### src/rtl/merge_arbiter2x1.sv
// Two-to-one stream merger: one holding register per input, burst-limited
// round-robin or static/priority arbitration into a registered output.
module merge_arbiter2x1 #(
  parameter int SIZE  = 32,
  parameter int BURST = 4
) (
  input  logic            clock,
  input  logic            reset,
  input  logic [SIZE-1:0] in1_data,
  input  logic            in1_wr,
  output logic            in1_full,
  input  logic [SIZE-1:0] in2_data,
  input  logic            in2_wr,
  output logic            in2_full,
  output logic [SIZE-1:0] out1_data,
  output logic            out1_wr,
  input  logic            out1_full,
  input  logic [1:0]      mode,
  output logic            sel,
  output logic            err_ovf
);

  localparam int CW = $clog2(BURST + 1);
  localparam logic [CW-1:0] BURST_C = CW'(BURST);
  localparam logic [CW-1:0] ONE_C   = CW'(1);

  logic [SIZE-1:0] buf1_data_q, buf1_data_d, buf2_data_q, buf2_data_d;
  logic            buf1_vld_q, buf1_vld_d, buf2_vld_q, buf2_vld_d;
  logic            owner_q, owner_d;
  logic [CW-1:0]   cnt_q, cnt_d;
  logic [1:0]      mode_q;
  logic [SIZE-1:0] out_data_q, out_data_d;
  logic            out_wr_q, out_wr_d;
  logic            err_q, err_d;

  logic            e1, e2, own_e, oth_e;
  logic [CW-1:0]   cnt_eff;
  logic            grant, gsel, pop1, pop2, acc1, acc2;

  always_comb begin
    e1      = buf1_vld_q & (mode != 2'd2);
    e2      = buf2_vld_q & (mode != 2'd1);
    // A mode change starts a fresh tenure count for this very decision.
    cnt_eff = (mode != mode_q) ? '0 : cnt_q;
    own_e   = owner_q ? e2 : e1;
    oth_e   = owner_q ? e1 : e2;
    grant   = 1'b0;
    gsel    = owner_q;
    owner_d = owner_q;
    cnt_d   = cnt_eff;

    if (!out1_full) begin
      if (mode == 2'd0) begin
        if (own_e && ((cnt_eff < BURST_C) || !oth_e)) begin
          grant = 1'b1;
          gsel  = owner_q;
          if (cnt_eff < BURST_C) cnt_d = cnt_eff + ONE_C;
        end else if (oth_e) begin
          grant   = 1'b1;
          gsel    = ~owner_q;
          owner_d = ~owner_q;
          cnt_d   = ONE_C;
        end
      end else begin
        // Masking in e1/e2 makes modes 1 and 2 a special case of priority-in1.
        if (e1) begin
          grant = 1'b1;
          gsel  = 1'b0;
        end else if (e2) begin
          grant = 1'b1;
          gsel  = 1'b1;
        end
        if (grant) begin
          owner_d = gsel;
          cnt_d   = ONE_C;
        end
      end
    end

    pop1     = grant & ~gsel;
    pop2     = grant & gsel;
    in1_full = buf1_vld_q & ~pop1;
    in2_full = buf2_vld_q & ~pop2;
    acc1     = in1_wr & ~in1_full;
    acc2     = in2_wr & ~in2_full;

    buf1_vld_d  = acc1 | (buf1_vld_q & ~pop1);
    buf2_vld_d  = acc2 | (buf2_vld_q & ~pop2);
    buf1_data_d = acc1 ? in1_data : buf1_data_q;
    buf2_data_d = acc2 ? in2_data : buf2_data_q;

    out_wr_d   = grant;
    out_data_d = out_data_q;
    if (grant) out_data_d = gsel ? buf2_data_q : buf1_data_q;

    err_d = err_q | (in1_wr & in1_full) | (in2_wr & in2_full);
  end

  always_ff @(posedge clock or posedge reset) begin
    if (reset) begin
      buf1_data_q <= '0;
      buf2_data_q <= '0;
      buf1_vld_q  <= 1'b0;
      buf2_vld_q  <= 1'b0;
      owner_q     <= 1'b0;
      cnt_q       <= '0;
      mode_q      <= 2'd0;
      out_data_q  <= '0;
      out_wr_q    <= 1'b0;
      err_q       <= 1'b0;
    end else begin
      buf1_data_q <= buf1_data_d;
      buf2_data_q <= buf2_data_d;
      buf1_vld_q  <= buf1_vld_d;
      buf2_vld_q  <= buf2_vld_d;
      owner_q     <= owner_d;
      cnt_q       <= cnt_d;
      mode_q      <= mode;
      out_data_q  <= out_data_d;
      out_wr_q    <= out_wr_d;
      err_q       <= err_d;
    end
  end

  assign out1_data = out_data_q;
  assign out1_wr   = out_wr_q;
  assign sel       = owner_q;
  assign err_ovf   = err_q;

endmodule

### config.mk
export PLATFORM = sky130hd
export DESIGN_NAME = merge_arbiter2x1
export DESIGN_NICKNAME = d
export VERILOG_FILES = /design/src/rtl/merge_arbiter2x1.sv
export SDC_FILE = /design/constraint.sdc
export NUM_CORES = 1
export LEC_CHECK = 0
export BUFFER_PORTS_ARGS = -buffer_cell sky130_fd_sc_hd__buf_2
export CAP_MARGIN = 0
export CELL_PAD_IN_SITES_DETAIL_PLACEMENT = 0
export CELL_PAD_IN_SITES_GLOBAL_PLACEMENT = 1
export CORE_MARGIN = 2
export CORE_UTILIZATION = 35
export DETAILED_ROUTE_END_ITERATION = 10
export GPL_TIMING_DRIVEN = 0
export PLACE_DENSITY_LB_ADDON = 0.12
export SLEW_MARGIN = 20
export SYNTH_ARGS = -nofsm -noshare
export SYNTH_HDL_FRONTEND = slang
export SYNTH_SLANG_ARGS = --single-unit
### constraint.sdc
create_clock -name clock -period 3.1 [get_ports clock]
set_input_delay 0.31 -clock clock [delete_from_list [all_inputs] [get_ports clock]]
set_output_delay 0.31 -clock clock [all_outputs]
set_load 0.03 [all_outputs]
Yosys cells after proc, flatten, opt, wreduce, memory -nomap -nowiden
Cells that the tools add are included.
{"block": "totals", "word_cells": 68, "regBits": 106}
{"block": "op_classes", "n_addsub": 1, "reduce_logical": 6, "n_lt_le_gt_ge": 1, "muxes": 26, "n_eq_ne": 3, "bitwise": 21}
{"op": "$mux W32", "n": 1}
{"op": "$mux W3", "n": 7}
{"op": "$mux W1", "n": 18}
{"op": "$and A1 B1 Y1", "n": 10}
{"op": "$not A1 Y1", "n": 7}
{"op": "$or A1 B1 Y1", "n": 4}
{"op": "$add A3 B1 Y3 const B", "n": 1}
{"op": "$lt A3 B3 Y1 const B", "n": 1}
{"op": "$logic_not A2 Y1", "n": 1}
{"op": "$ne A2 B1 Y1 const B", "n": 1}
{"op": "$ne A2 B2 Y1", "n": 1}
{"op": "$ne A2 B2 Y1 const B", "n": 1}
{"op": "$reduce_and A2 Y1", "n": 1}
{"op": "$reduce_bool A2 Y1", "n": 1}
{"op": "$logic_and A1 B1 Y1", "n": 1}
{"op": "$logic_not A1 Y1", "n": 1}
{"op": "$logic_or A1 B1 Y1", "n": 1}

Depth between registers and ports, before layout
{"block": "depth", "ltp_word": 16, "ltp_mapped": 8}

Worst setup path after synthesis
OpenSTA, ideal clock, no wires.
{"block": "synth_timing", "path_kind": "register to register", "from": "reg owner_q (netlist: sel)", "to": "reg buf1_data_q[0]", "t_arrival_ns": 2.171, "n_path_buf": 2, "setup_slack_ns": 0.804, "path_stages_with_launch": 8, "setup_time_ns": 0.125, "synth_period_minus_slack_ns": 2.296, "path_cell_list": "dfrtp_1 -> clkbuf_1 -> nand2b_1 -> a2111oi_0 -> o41ai_2 -> nand2_1 -> buf_2 -> mux2_2"}
{"block": "synth_via", "elab_chain_len": 13, "word_cells_on_any_way": 22, "classes_between": "mux (12); bitwise (7); reduce/logical (3)"}
{"item": "start, declared", "line_no": "29", "rtl": "logic owner_q, owner_d;"}
{"item": "start signal, assigned", "line_no": "116", "rtl": "owner_q <= owner_d;"}
{"item": "$mux W1", "line_no": "46", "rtl": "oth_e = owner_q ? e1 : e2;"}
{"item": "$logic_not A1 Y1", "line_no": "54", "rtl": "if (own_e && ((cnt_eff < BURST_C) || !oth_e)) begin"}
{"item": "$logic_or A1 B1 Y1", "line_no": "54"}
{"item": "$logic_and A1 B1 Y1", "line_no": "54"}
{"item": "$mux W1"}
{"item": "$mux W1", "line_no": "53", "rtl": "if (mode == 2'd0) begin"}
{"item": "$mux W1", "line_no": "52", "rtl": "if (!out1_full) begin"}
{"item": "$not A1 Y1", "line_no": "80", "rtl": "pop1 = grant & ~gsel;"}
{"item": "$and A1 B1 Y1 (*)", "line_no": "80"}
{"item": "$not A1 Y1 (*)", "line_no": "82", "rtl": "in1_full = buf1_vld_q & ~pop1;"}
{"item": "$and A1 B1 Y1 (*)", "line_no": "82"}
{"item": "$not A1 Y1 (*)", "line_no": "84", "rtl": "acc1 = in1_wr & ~in1_full;"}
{"item": "$and A1 B1 Y1 (*)", "line_no": "84"}
{"item": "end signal, assigned", "line_no": "112", "rtl": "buf1_data_q <= buf1_data_d;"}
{"item": "end, declared", "line_no": "27", "rtl": "logic [SIZE-1:0] buf1_data_q, buf1_data_d, buf2_data_q, buf2_data_d;"}
Every way passes the cells marked *; elsewhere a longest branch is shown, timed or not.
A chain may end at the register's enable or synchronous reset.

Worst setup path after layout
{"block": "layout_timing", "from": "reg owner_q (netlist: sel)", "to": "reg buf1_data_q[28]"}
The elaborated chain is that of the path after synthesis.

==> summary.md <==
| Metric | Value |
|---|---|
| CP max FO | 10 |
| # port buffers | 107 |
| Setup crit end kind | flop |
| Worst-Margin Slew | 0.802 ns |
| Clock-pin slew on the worst setup and hold paths | 0.07 ns |
| NumNets Final | 546 |
| Post-synthesis xor/xnor area fraction | 0.373% |
| Initial antenna violation count | 0 |
| Synth Area in Adders | 0.267% |
| Ys flop type | dfrtp_1 |
| Synth top area share | 56.5% |
| Simple-gate share of the synthesized area | 5.97% |
| VDD IR max | 0.310 mV |
| CTS tree | built |
| # H-tree levels | 3 |
| Reg-to-reg setup timing slack | 0.47 ns |
| Post-CTS setup repair buffer count | 0 |
| Via density | 4.77 |
| Post-synth EDFFs | 0 |
| Wire length per cell | 16.4 um |
| Top-count cell post-synth | dfrtp_1 |
| Mux cell area share after synthesis | 24.8% |
| Crit path launch type | flop |
| Largest net degree at the start of global routing | 58 |
| Top-Level Pins | 108 |
| Fin. Hold Viols | 3 |
| Seq cells post-synth | 106 |
| DIE AREA | 0.0143 sq mm |
| Die height | 120 um |
| Vias | 3116 |
| Vias in the first global route | 3241 |
| Reg2reg end | buf1_data_q[28]$_DFFE_PP0P_ |
| F_max | 381 MHz |
| Synth cell types | 40 |
| Post-synth top area cell | dfrtp_1 |
| Instance count of the mapped netlist | 355 |
| M2 GR Usage | 25.3% |
| Met3 Track Usage GR | 4.94% |
| Placeable Area | 0.0132 sq mm |
| CTS max path bufs | 2 |
| Multi-input gate area | 0.00186 sq mm |
| Top post-synthesis cells by count | dfrtp_1 (106), nor2_1 (36), a21oi_1 (35), mux2_2 (34), mux2i_1 (33) |
| Met1 Usage GRT | 21.4% |
| GR peak layer | met2 |
| Leakage power | 2.65 nW |
| Final Skew | 0.00740 ns |
| Sink Count | 106 |
| Yosys warnings | 0 |
| Max cap viols | 0 |
| R2R depth | 7 |
| CTS root buffer | clkbuf_16 |
| Share of cells above drive strength 1 | 44.2% |
| Final worst-path cycle share | 84.7% |
| Cell Pwr Density | 869 mW/mm^2 |
| Status | finished, violations left |
| First-pass GRT wire length | 17500 um |
| Hpwl dp | 7300 um |
| RSZ-0062 raised after global routing | false |
| Final setup violation count | 0 |
| Syn Nets | 427 |
| Tmin final | 2.63 ns |
| Max-slew violation count | 0 |
| Combinational power share | 35.9% |
| Initial core utilization | 35.6% |
| Die Wd | 120 um |
| Int Pwr | 3.25 mW |
| Sw frac | 34.8% |
| Seq pwr share | 43.3% |
| Fraction of registers with async set or reset after synthesis | 100% |
| Power, Total | 4.99 mW |
| CP Class | reg -> reg |
| DRT antenna net count | 0 |
| GRT Residual Overflow | 0 |
| Total CTS buffers | 9 |
| Antenna diodes | 0 |
| Synth Area in Compound Gates | 8.24% |
| Part of the power in the clock network | 20.8% |
| Clock network latency to the later pin of the worst-skew pair | 0.34 ns |
| Violated checks | negative hold slack |
| Row cnt | 42 |
| Placed inst area | 0.00548 sq mm |
| Largest family of logic cells by synthesized area | multiplexers |
| Sequential-to-total area share from yosys stat | 56.5% |
| Place WS | 0.465 ns |
| Post_cts resized | 0 |
| Storage cell area | 0.00265 sq mm |
| DRT iter0 DRCs | 145 |
| Largest cells by area after synthesis | dfrtp_1 (57%), mux2_4 (9.6%), mux2_2 (8.2%), mux2i_1 (7.0%), a21oi_1 (3.7%) |
| Hold WS | -0.00510 ns |
| Drt pass-1 iters | 4 |
| Design Area, Final | 0.00574 sq mm |
| Fillers | 1289 |
| Routability cong. | 0.757 |
| Syn_area_per_cell | 13.2 sq um |
| Total wire length | 10700 um |
| Slew margin rel. | 45.1% |
| Critical R2R Launch | sel$_DFFE_PP0P_ |
| GRT Resource Usage Total | 16.0% |
| Remaining DRCs | 0 |
| # hold bufs at CTS | 0 |
| Layout area overhead | 22.3% |
| HP Class | in -> async |
| Final WS setup | 0.474 ns |
| Switch Pwr | 1.74 mW |
| Mapped cell area | 0.00469 sq mm |
| Worst Path Arrival | 2.85 ns |
| WP data required | 3.33 ns |
## power by group through the flow
stage | registers, mW | logic, mW | clock network (mW)
after global placement | 2.17 | 1.79 | 0
after global routing | 2.23 | 1.95 | 1.14
after detailed placement | 2.18 | 1.82 | 0
after CTS | 2.16 | 1.82 | 1.08
final | 2.16 | 1.79 | 1.04
after floorplan | 2.51 | 0.987 | 0
## worst max path at each step
stage / to / from / depth (start not counted)
2_1_floorplan: buf1_data_q[0]$_DFFE_PP0P_ / reset / 1
3_3_place_gp: out1_data[21]$_DFFE_PP0N_ / reset / 2
3_5_place_dp: buf1_data_q[25]$_DFFE_PP0P_ / sel$_DFFE_PP0P_ / 7
4_1_cts: buf1_data_q[28]$_DFFE_PP0P_ / sel$_DFFE_PP0P_ / 7
5_1_grt: buf1_data_q[31]$_DFFE_PP0P_ / sel$_DFFE_PP0P_ / 7
6_report: buf1_data_q[28]$_DFFE_PP0P_ / sel$_DFFE_PP0P_ / 7
## critical path: stages, from the launching register on
cell and delay [ns]:
dfrtp_1 0.38, clkbuf_1 0.23, nand2b_1 0.26, a2111oi_0 0.48, o41ai_2 0.16, nand2_1 0.26
buf_2 0.36, mux2_2 0.37
## cells by family after synthesis
family / Yosys count
and+or+nand+nor: 61
buffers and inverters: 29
xor gates and xnor gates: 2
DFF: 106
muxes: 97
AOI/OAI and AO/OA: 59
adders and majority gates: 1
## metrics by stage
| stage | instances | hold WS, ns | setup TNS, ns | util, % |
|---|---|---|---|---|
| 2_1_floorplan | 355 | 0.341 | 0 | - |
| 3_3_place_gp | 638 | 0.441 | -151.81 | 41.3 |
| 3_5_place_dp | 639 | 0.386 | 0 | 41.5 |
| 4_1_cts | 653 | 0.00870 | 0 | 43.5 |
| 5_1_grt | 653 | 0.0171 | 0 | 43.5 |
| 6_report | 653 | -0.00510 | 0 | 43.5 |
## layout by cell type (no fill, tap or decap), types with 2 or more instances in the layout
master and n:
o21ai_0 5, clkbuf_16 9, dfrtp_1 106, nor2b_1 3, clkinvlp_4 2, mux2i_1 33
nor2_1 36, xor2_1 2, o211a_1 2, inv_1 6, a2111oi_0 3, nand2b_1 4
inv_6 2, buf_2 115, mux2_2 34, mux2_4 30, clkbuf_1 6, nand2_1 7
nor3_1 3, buf_6 7, or2_2 3, a21oi_1 35, o211ai_1 2
## layer usage
metal  vias up  part of all wire, %
met5         -                    0
met1      1550                   46
met3         6                  5.1
li1       1481                    -
met4         0                  1.0
met2        79                   48
## registers in the layout, summed over array words and instances, names as in the netlist
name         count
err_ovf          1
buf2_data_q     32
cnt_q            3
mode_q           2
out1_data       32
buf1_data_q     32
sel              1
out1_wr          1
buf2_vld_q       1
buf1_vld_q       1
## area by class of cell
| cell class | instances | area share [%] |
|---|---|---|
| flip-flops and latches | 106 | 46.2 |
| multi-input cells | 220 | 32.4 |
| repair buffers | 108 | 9.81 |
| clock inverters | 4 | 0.502 |
| well taps | 176 | 3.84 |
| inverters | 7 | 0.545 |
| plain buffers | 22 | 2.66 |
| clock buffers | 10 | 3.99 |
No activity file was read; power rests on OpenSTA's default activity.
